<file path="src/rtl/ps2_host_tx.sv">
// PS/2 host-to-device transmitter: inhibit, request-to-send, 10-bit serial frame and device ACK.
// Define PS2_TX_GLITCH_FILTER_EN to require 4 identical synced clock samples before a level change counts.
module ps2_host_tx #(
    parameter int INHIBIT_CYCLES    = 5000,
    parameter int START_HOLD_CYCLES = 16,
    parameter int TIMEOUT_CYCLES    = 750000
) (
    input  logic       ck,
    input  logic       reset,
    input  logic [7:0] tx_data,
    input  logic       tx_valid,
    output logic       tx_ready,
    input  logic       ps2_clk_in,
    input  logic       ps2_dat_in,
    output logic       ps2_clk_oe,
    output logic       ps2_dat_oe,
    output logic       busy,
    output logic       tx_done,
    output logic       tx_ack_err,
    output logic       tx_timeout
);

    localparam int PH_MAX = (INHIBIT_CYCLES > START_HOLD_CYCLES) ? INHIBIT_CYCLES : START_HOLD_CYCLES;
    localparam int PW = $clog2(PH_MAX + 1);
    localparam int TW = $clog2(TIMEOUT_CYCLES + 1);
    localparam logic [PW-1:0] INH_LAST   = PW'(INHIBIT_CYCLES - 1);
    localparam logic [PW-1:0] START_LAST = PW'(START_HOLD_CYCLES - 1);
    localparam logic [TW-1:0] TO_LAST    = TW'(TIMEOUT_CYCLES - 1);

    typedef enum logic [2:0] {
        S_IDLE      = 3'd0,
        S_INHIBIT   = 3'd1,
        S_START     = 3'd2,
        S_SEND      = 3'd3,
        S_ACK       = 3'd4,
        S_DONE_WAIT = 3'd5
    } state_e;

    function automatic logic odd_parity(input logic [7:0] d);
        return ~^d;
    endfunction

    state_e          state_q, state_d;
    logic [PW-1:0]   ph_cnt_q, ph_cnt_d;
    logic [TW-1:0]   to_cnt_q, to_cnt_d;
    logic [3:0]      bit_idx_q, bit_idx_d;
    logic [9:0]      frame_q, frame_d;
    logic            clk_oe_q, clk_oe_d, dat_oe_q, dat_oe_d;
    logic            ready_q, ready_d;
    logic            done_q, done_d, ack_err_q, ack_err_d, timeout_q, timeout_d;
    logic            clk_s1_q, clk_s1_d, clk_s2_q, clk_s2_d, clk_prev_q, clk_prev_d;
    logic            dat_s1_q, dat_s1_d, dat_s2_q, dat_s2_d;
    logic            clk_lvl_s, fall_s, timeout_s, timed_state_s;

    // Two-flop synchronizers and previous-level register for edge detection.
    always_comb begin
        clk_s1_d   = ps2_clk_in;
        clk_s2_d   = clk_s1_q;
        dat_s1_d   = ps2_dat_in;
        dat_s2_d   = dat_s1_q;
        clk_prev_d = clk_lvl_s;
    end

`ifdef PS2_TX_GLITCH_FILTER_EN
    logic       clk_filt_q, clk_filt_d;
    logic [1:0] filt_cnt_q, filt_cnt_d;

    // Level changes only after four consecutive differing samples.
    always_comb begin
        clk_filt_d = clk_filt_q;
        filt_cnt_d = 2'd0;
        if (clk_s2_q != clk_filt_q) begin
            if (filt_cnt_q == 2'd3) begin
                clk_filt_d = clk_s2_q;
                filt_cnt_d = 2'd0;
            end else begin
                filt_cnt_d = filt_cnt_q + 2'd1;
            end
        end else begin
            filt_cnt_d = 2'd0;
        end
    end

    // Glitch filter registers.
    always_ff @(posedge ck) begin
        if (!reset) begin
            clk_filt_q <= 1'b0;
            filt_cnt_q <= 2'd0;
        end else begin
            clk_filt_q <= clk_filt_d;
            filt_cnt_q <= filt_cnt_d;
        end
    end

    assign clk_lvl_s = clk_filt_q;
`else
    assign clk_lvl_s = clk_s2_q;
`endif

    assign fall_s        = clk_prev_q & ~clk_lvl_s;
    assign timeout_s     = (to_cnt_q == TO_LAST);
    assign timed_state_s = (state_q == S_SEND) || (state_q == S_ACK) || (state_q == S_DONE_WAIT);

    // Next-state and registered-output logic.
    always_comb begin
        state_d   = state_q;
        ph_cnt_d  = ph_cnt_q;
        to_cnt_d  = to_cnt_q;
        bit_idx_d = bit_idx_q;
        frame_d   = frame_q;
        clk_oe_d  = clk_oe_q;
        dat_oe_d  = dat_oe_q;
        done_d    = 1'b0;
        ack_err_d = 1'b0;
        timeout_d = 1'b0;
        case (state_q)
            S_IDLE: begin
                clk_oe_d = 1'b0;
                dat_oe_d = 1'b0;
                if (tx_valid && ready_q) begin
                    frame_d  = {1'b1, odd_parity(tx_data), tx_data};
                    ph_cnt_d = '0;
                    clk_oe_d = 1'b1;
                    state_d  = S_INHIBIT;
                end else begin
                    state_d = S_IDLE;
                end
            end
            S_INHIBIT: begin
                if (ph_cnt_q == INH_LAST) begin
                    ph_cnt_d = '0;
                    dat_oe_d = 1'b1;
                    state_d  = S_START;
                end else begin
                    ph_cnt_d = ph_cnt_q + PW'(1);
                end
            end
            S_START: begin
                to_cnt_d = '0;
                if (ph_cnt_q == START_LAST) begin
                    clk_oe_d  = 1'b0;
                    bit_idx_d = 4'd0;
                    state_d   = S_SEND;
                end else begin
                    ph_cnt_d = ph_cnt_q + PW'(1);
                end
            end
            S_SEND: begin
                to_cnt_d = to_cnt_q + TW'(1);
                if (fall_s) begin
                    dat_oe_d = ~frame_q[bit_idx_q];
                    if (bit_idx_q == 4'd9) begin
                        state_d = S_ACK;
                    end else begin
                        bit_idx_d = bit_idx_q + 4'd1;
                    end
                end else begin
                    dat_oe_d = dat_oe_q;
                end
            end
            S_ACK: begin
                to_cnt_d = to_cnt_q + TW'(1);
                if (fall_s) begin
                    if (!dat_s2_q) begin
                        state_d = S_DONE_WAIT;
                    end else begin
                        ack_err_d = 1'b1;
                        dat_oe_d  = 1'b0;
                        state_d   = S_IDLE;
                    end
                end else begin
                    state_d = S_ACK;
                end
            end
            S_DONE_WAIT: begin
                to_cnt_d = to_cnt_q + TW'(1);
                if (clk_lvl_s && dat_s2_q) begin
                    done_d  = 1'b1;
                    state_d = S_IDLE;
                end else begin
                    state_d = S_DONE_WAIT;
                end
            end
            default: begin
                clk_oe_d = 1'b0;
                dat_oe_d = 1'b0;
                state_d  = S_IDLE;
            end
        endcase
        // Timeout overrides any ACK decision made on the same cycle.
        if (timed_state_s && timeout_s) begin
            state_d   = S_IDLE;
            clk_oe_d  = 1'b0;
            dat_oe_d  = 1'b0;
            done_d    = 1'b0;
            ack_err_d = 1'b0;
            timeout_d = 1'b1;
        end else begin
            timeout_d = 1'b0;
        end
        ready_d = (state_d == S_IDLE);
    end

    // State, counters, synchronizers and registered outputs.
    always_ff @(posedge ck) begin
        if (!reset) begin
            state_q    <= S_IDLE;
            ph_cnt_q   <= '0;
            to_cnt_q   <= '0;
            bit_idx_q  <= 4'd0;
            frame_q    <= 10'd0;
            clk_oe_q   <= 1'b0;
            dat_oe_q   <= 1'b0;
            ready_q    <= 1'b0;
            done_q     <= 1'b0;
            ack_err_q  <= 1'b0;
            timeout_q  <= 1'b0;
            clk_s1_q   <= 1'b0;
            clk_s2_q   <= 1'b0;
            clk_prev_q <= 1'b0;
            dat_s1_q   <= 1'b0;
            dat_s2_q   <= 1'b0;
        end else begin
            state_q    <= state_d;
            ph_cnt_q   <= ph_cnt_d;
            to_cnt_q   <= to_cnt_d;
            bit_idx_q  <= bit_idx_d;
            frame_q    <= frame_d;
            clk_oe_q   <= clk_oe_d;
            dat_oe_q   <= dat_oe_d;
            ready_q    <= ready_d;
            done_q     <= done_d;
            ack_err_q  <= ack_err_d;
            timeout_q  <= timeout_d;
            clk_s1_q   <= clk_s1_d;
            clk_s2_q   <= clk_s2_d;
            clk_prev_q <= clk_prev_d;
            dat_s1_q   <= dat_s1_d;
            dat_s2_q   <= dat_s2_d;
        end
    end

    assign tx_ready   = ready_q;
    assign ps2_clk_oe = clk_oe_q;
    assign ps2_dat_oe = dat_oe_q;
    assign busy       = (state_q != S_IDLE);
    assign tx_done    = done_q;
    assign tx_ack_err = ack_err_q;
    assign tx_timeout = timeout_q;

endmodule

</file>
<file path="config.mk">
export PLATFORM = sky130hd
export DESIGN_NAME = ps2_host_tx
export DESIGN_NICKNAME = d
export VERILOG_FILES = /design/src/rtl/ps2_host_tx.sv
export SDC_FILE = /design/constraint.sdc
export NUM_CORES = 1
export LEC_CHECK = 0
export ABC_AREA = 1
export CAP_MARGIN = 20
export CORE_UTILIZATION = 60
export CTS_BUF_LIST = sky130_fd_sc_hd__clkbuf_2
export DETAILED_ROUTE_END_ITERATION = 10
export PLACE_DENSITY = 0.86
export REMOVE_ABC_BUFFERS = 1
export SETUP_SLACK_MARGIN = 0.4
export SLEW_MARGIN = 15
export SYNTH_ARGS = -nofsm -noshare
export SYNTH_HDL_FRONTEND = slang
export SYNTH_SLANG_ARGS = --single-unit
</file>
<file path="constraint.sdc">
create_clock -name ck -period 2.15 [get_ports ck]
set_input_delay 0.215 -clock ck [delete_from_list [all_inputs] [get_ports ck]]
set_output_delay 0.215 -clock ck [all_outputs]
set_load 0.1 [all_outputs]
</file>
=== Word-level counts from Yosys, hierarchy flattened ===
Cells that the tools add are included.

* Output and inout port bits: 7
* Input bits: 13
* Bits in registers: 61

* Add/sub/neg operators: 3
* Reductions and logical operators: 23
* Bitwise operators: 9
* Eq/ne operators: 17
* Muxes and demuxes: 32
* $lt $le $gt $ge: 1

{| class="wikitable"
|+ Operator list
! cell !! count
|-
| $pmux W20 S2 || 1
|-
| $mux W13 || 3
|-
| $pmux W13 S3 || 1
|-
| $mux W3 || 8
|-
| $add A20 B1 Y20 const B || 1
|-
| $eq A20 B20 Y1 const B || 1
|-
| $pmux W3 S6 || 1
|-
| $ne A2 B2 Y1 const B || 8
|-
| $add A13 B1 Y13 const B || 1
|-
| $eq A13 B13 Y1 const B || 1
|-
| $eq A13 B4 Y1 const B || 1
|-
| $mux W4 || 3
|-
| $mux W1 || 11
|-
| $not A1 Y1 || 8
|-
| $pmux W4 S2 || 1
|-
| $reduce_or A4 Y1 || 2
|-
| $reduce_xnor A8 Y1 || 1
|-
| $eq A3 B2 Y1 const B || 2
|-
| $eq A3 B3 Y1 const B || 2
|-
| $logic_not A3 Y1 || 2
|-
| $reduce_bool A3 Y1 || 2
|-
| $reduce_or A3 Y1 || 2
|-
| $lt A4 B5 Y1 const B || 1
|-
| $reduce_and A5 Y1 || 1
|-
| 14 further kinds || 20
|}

=== Depth between registers and ports, before layout ===
* Word-level depth: 6
* Mapped depth: 12
* Mapped depth without buffers: 12

=== Worst setup path after synthesis ===
Ideal clock, no wire load.

* Kind: flip-flop to flip-flop
* Start: register ready_q, in the netlist tx_ready
* End: register frame_q[7]
* Buffers on the path: 1
* Data required time: 2.022 ns
* Cell stages (with the launch flop): 5
* Setup time: 0.128 ns
* Period minus slack after synthesis: 1.895 ns
* Arrival time: 1.767 ns
* Slack: 0.255 ns
* Cells stage by stage: dfxtp_1 > nand4_1 > clkbuf_1 > o21ai_0 > a21oi_1

* Longest elaborated chain between the ends: 2

{| class="wikitable"
|+ RTL lines
! item !! RTL line !! text
|-
| from (decl) || 49 || <nowiki>logic ready_q, ready_d;</nowiki>
|-
| from (signal assigned) || 231 || <nowiki>ready_q <= ready_d;</nowiki>
|-
| $logic_and A1 B1 Y1 || 120 || <nowiki>if (tx_valid && ready_q) begin</nowiki>
|-
| $reduce_and A2 Y1 (no line) || - ||
|-
| to (signal assigned) || 228 || <nowiki>frame_q <= frame_d;</nowiki>
|-
| to (decl) || 47 || <nowiki>logic [9:0] frame_q, frame_d;</nowiki>
|}

No other way between the ends.
A chain may end at the register's enable or synchronous reset.

=== Worst setup path after layout ===
* Start: register ph_cnt_q[0]
* End: register ph_cnt_q[8]

* Longest elaborated chain between the ends: 3

{| class="wikitable"
|+ RTL lines
! item !! RTL line !! text
|-
| from (decl) || 44 || <nowiki>logic [PW-1:0] ph_cnt_q, ph_cnt_d;</nowiki>
|-
| from (signal assigned) || 225 || <nowiki>ph_cnt_q <= ph_cnt_d;</nowiki>
|-
| $add A13 B1 Y13, or another cell as far along || 135, 145 ||
|-
| $mux W13, or another cell as far along || 140 || <nowiki>if (ph_cnt_q == START_LAST) begin</nowiki>
|-
| $pmux W13 S3 or $reduce_and A3 Y1 (tied branches) || - ||
|}

Parallel ways exist; a longest one is shown, timed or not. The select of a mux whose other input is x is not followed.

==> flow_metrics.env <==
export IMPL_worst_endpoint_arrival_ps=2120
export IMPL_cellPowerDensity_nw_per_um2=537
export IMPL_wl_um=7670
export IMPL_grt_max_degree=24
export IMPL_fmax_mhz=582
export IMPL_yosysWarnings=0
export IMPL_grt_antenna_before_repair=0
export IMPL_finalCriticalPeriod_ps=1720
export IMPL_min_period_over_period_pct=79.9
export IMPL_finalHoldViolations=0
export IMPL_synth_cells=491
export IMPL_ios=20
export IMPL_slew_headroom_pct=72.6
export IMPL_synth_compound_area_share_pct=11.8
export IMPL_synth_flop_cell="dfxtp_1"
export IMPL_dieArea_um2=5740
export IMPL_rsz0062_at_grt="true"
export IMPL_slew_violations=0
export IMPL_hold_class="in -> reg"
export IMPL_synth_area_um2=3260
export IMPL_clock_sinks=61
export IMPL_setup_tns_ps=0
export IMPL_outcome="complete, no violations"
export IMPL_path_clk_slew_ps=150
export IMPL_root_buffer="clkbuf_2"
export IMPL_drive_gt1_share_pct=15.3
export IMPL_grt_pass1_vias=3015
export IMPL_synth_xor_area_share_pct=2.42
export IMPL_hpwl_um=5490
export IMPL_grt_pass1_wl_um=12400
export IMPL_synth_adder_area_share_pct=1.53
export IMPL_avgRoutedWirePerCell_um=12.8
export IMPL_dp_cells=577
export IMPL_synth_top_family_by_area="simple AND/OR/NAND/NOR gates"
export IMPL_die_w_um=75.7
export IMPL_final_cell_mix="100 x nand2_1, 65 x inv_1, 55 x dfxtp_1, 51 x nor2_1, 42 x nand3_1"
export IMPL_cts_tree="yes"
export IMPL_port_buffers=19
export IMPL_min_from="ps2_clk_in"
export IMPL_initial_core_util_pct=63.1
export IMPL_stdcell_count=601
export IMPL_avgViaCountPerCell=5.46
export IMPL_maxCapViolations=0
export IMPL_crit_required_ps=2550
export IMPL_cts_buffer_depth=2
export IMPL_synth_cell_types=31
export IMPL_drt_iter0_markers=281
export IMPL_avgSynthCellArea_um2=6.64
export IMPL_gp_congestion=0.906
export IMPL_track_usage_pct=28.5
export IMPL_firstDrtPassIters=5
export IMPL_num_rows=26
export IMPL_min_to="clk_s1_q$_SDFF_PN0_"
export IMPL_startpoint_type="register"
export IMPL_skew_ps=19.4
export IMPL_layout_commonest_cell="nand2_1"
export IMPL_area_delta_synth_final_pct=14.2
export IMPL_drc_errors=0
export IMPL_ant_nets=0
export IMPL_pre_cts_ws_ps=256
export IMPL_cp_max_fo=4
export IMPL_die_h_um=75.7
export IMPL_setup_worst_path_class="reg -> reg"
export IMPL_htree_num_levels=3
export IMPL_vias=3281
export IMPL_synth_mux_area_share_pct=0
export IMPL_synth_edf_count=0
export IMPL_nets=544
export IMPL_worst_r2r_path_depth=11
export IMPL_ir_drop_mv=0.355
export IMPL_r2r_slack_ps=430
export IMPL_antenna_cells=0
export IMPL_regToRegEndpoint="ph_cnt_q[8]$_SDFFE_PN0P_"
export IMPL_synth_async_sr_flop_share_pct=0
export IMPL_hold_depth=3
export IMPL_numCtsBuffers=9
export IMPL_finalWorstSetupSlack_ps=431
export IMPL_design_area_um2=3720
export IMPL_fp_coreArea_um2=5170
export IMPL_yosys_area_share_simple_pct=36.7
export IMPL_leakagePower_nw=1.56
export IMPL_worst_slew_pin_slew_ps=408
export IMPL_dpl_cell_area_um2=3510
export IMPL_synth_seq_area_share_pct=37.4
export IMPL_finalSetupViolations=0
export IMPL_grt_overflow=0
export IMPL_end_kind="register"
export IMPL_r2r_start="ph_cnt_q[0]$_SDFFE_PN0P_"
export IMPL_synth_seq_cells=61
export IMPL_clock_latency_ps=490
==> worst max-delay path, stage by stage (launching register included) <==
cell and delay, ps:
dfxtp_2 380, ha_2 190, nand2_2 100, nor2_4 150, inv_1 70, nor2_2 140
nand3_2 140, nand2_4 140, buf_4 130, o21ai_0 70, nand3_1 80, inv_1 40
==> registers in the layout (all words and copies together), names as in the netlist, 3 cells and up <==
signal     cells
ph_cnt_q      13
to_cnt_q      20
bit_idx_q      4
state_q        3
frame_q       10
==> synthesized netlist by cell type (2+ instances only) <==
library cell | number | area share [%]
nand2_1 | 103 | 12
inv_1 | 68 | 7.8
dfxtp_1 | 61 | 37
nor2_1 | 56 | 6.4
nand3_1 | 45 | 6.9
a21oi_1 | 38 | 5.8
o21ai_0 | 27 | 4.1
nor3_1 | 20 | 3.1
nand4_1 | 16 | 3.1
inv_2 | 7 | 0.81
xnor2_1 | 6 | 1.6
clkbuf_1 | 5 | 0.58
nand2_2 | 5 | 0.96
ha_1 | 4 | 1.5
nor2_4 | 4 | 1.4
o21ai_1 | 4 | 0.61
nand2_4 | 3 | 1.0
xor2_1 | 3 | 0.81
nand3b_1 | 2 | 0.46
nor4_1 | 2 | 0.38
o21a_1 | 2 | 0.46
==> repair_timing <==
action	4_1_cts	5_1_grt
hold buffers	0	0
setup endpoints to repair	12	21
resized for setup	4	25
pin swaps	1	5
setup buffers	3	6
cloned	0	0
==> area by class of cell <==
type	instances	area [um^2]
tap	70	87.6
inverter	75	290
timing repair buffer	33	278
multi-input combinational	347	1770
sequential	61	1230
clock buffer	12	60.1
fill	431	1450
clock inverter	3	13.8
==> per-layer routing <==
layer  track usage, %  wire, um  vias to the layer above
met2             48.4      3750                      121
li1                 -         -                     1667
met1             34.7      3340                     1476
met3             5.56       436                       17
met4             13.8       140                        0
met5                0         0                        -
==> cell families (layout without fill, tap and decap cells) <==
kind of cell | Yosys count | in the layout
flip-flops | 61 | 61
AND/OR/NAND/NOR | 260 | 260
XOR/XNOR | 9 | 9
buffers and inverters | 83 | 123
AO/OA/AOI/OAI | 74 | 74
adder cells (fa/ha/maj) | 4 | 4
==> worst max-delay path by stage <==
stage,start,endpoint,cells past startpoint
after floorplan,tx_ready$_SDFF_PN0_,tx_ready$_SDFF_PN0_,7
after global placement,ph_cnt_q[0]$_SDFFE_PN0P_,ph_cnt_q[3]$_SDFFE_PN0P_,12
after detailed placement,ph_cnt_q[0]$_SDFFE_PN0P_,ph_cnt_q[3]$_SDFFE_PN0P_,12
after CTS,ph_cnt_q[0]$_SDFFE_PN0P_,ph_cnt_q[0]$_SDFFE_PN0P_,10
after global routing,ph_cnt_q[0]$_SDFFE_PN0P_,ph_cnt_q[4]$_SDFFE_PN0P_,11
final,ph_cnt_q[0]$_SDFFE_PN0P_,ph_cnt_q[8]$_SDFFE_PN0P_,11
==> metrics by stage <==
step                      util (%)  total power, mW  hold WS (ps)
after CTS                     69.9             1.99           224
final                         72.0             2.00           235
after detailed placement      67.9             1.45           407
after floorplan                  -             1.36           308
after global placement        67.9             1.44           393
after global routing          72.0             2.08           262
==> where the power goes <==
part / switching (mW) / internal (mW)
combinational: 0.172 / 0.102
clock: 0.399 / 0.154
sequential: 0.0148 / 1.16
total: 0.586 / 1.42
(Power assumes the default switching activity.)
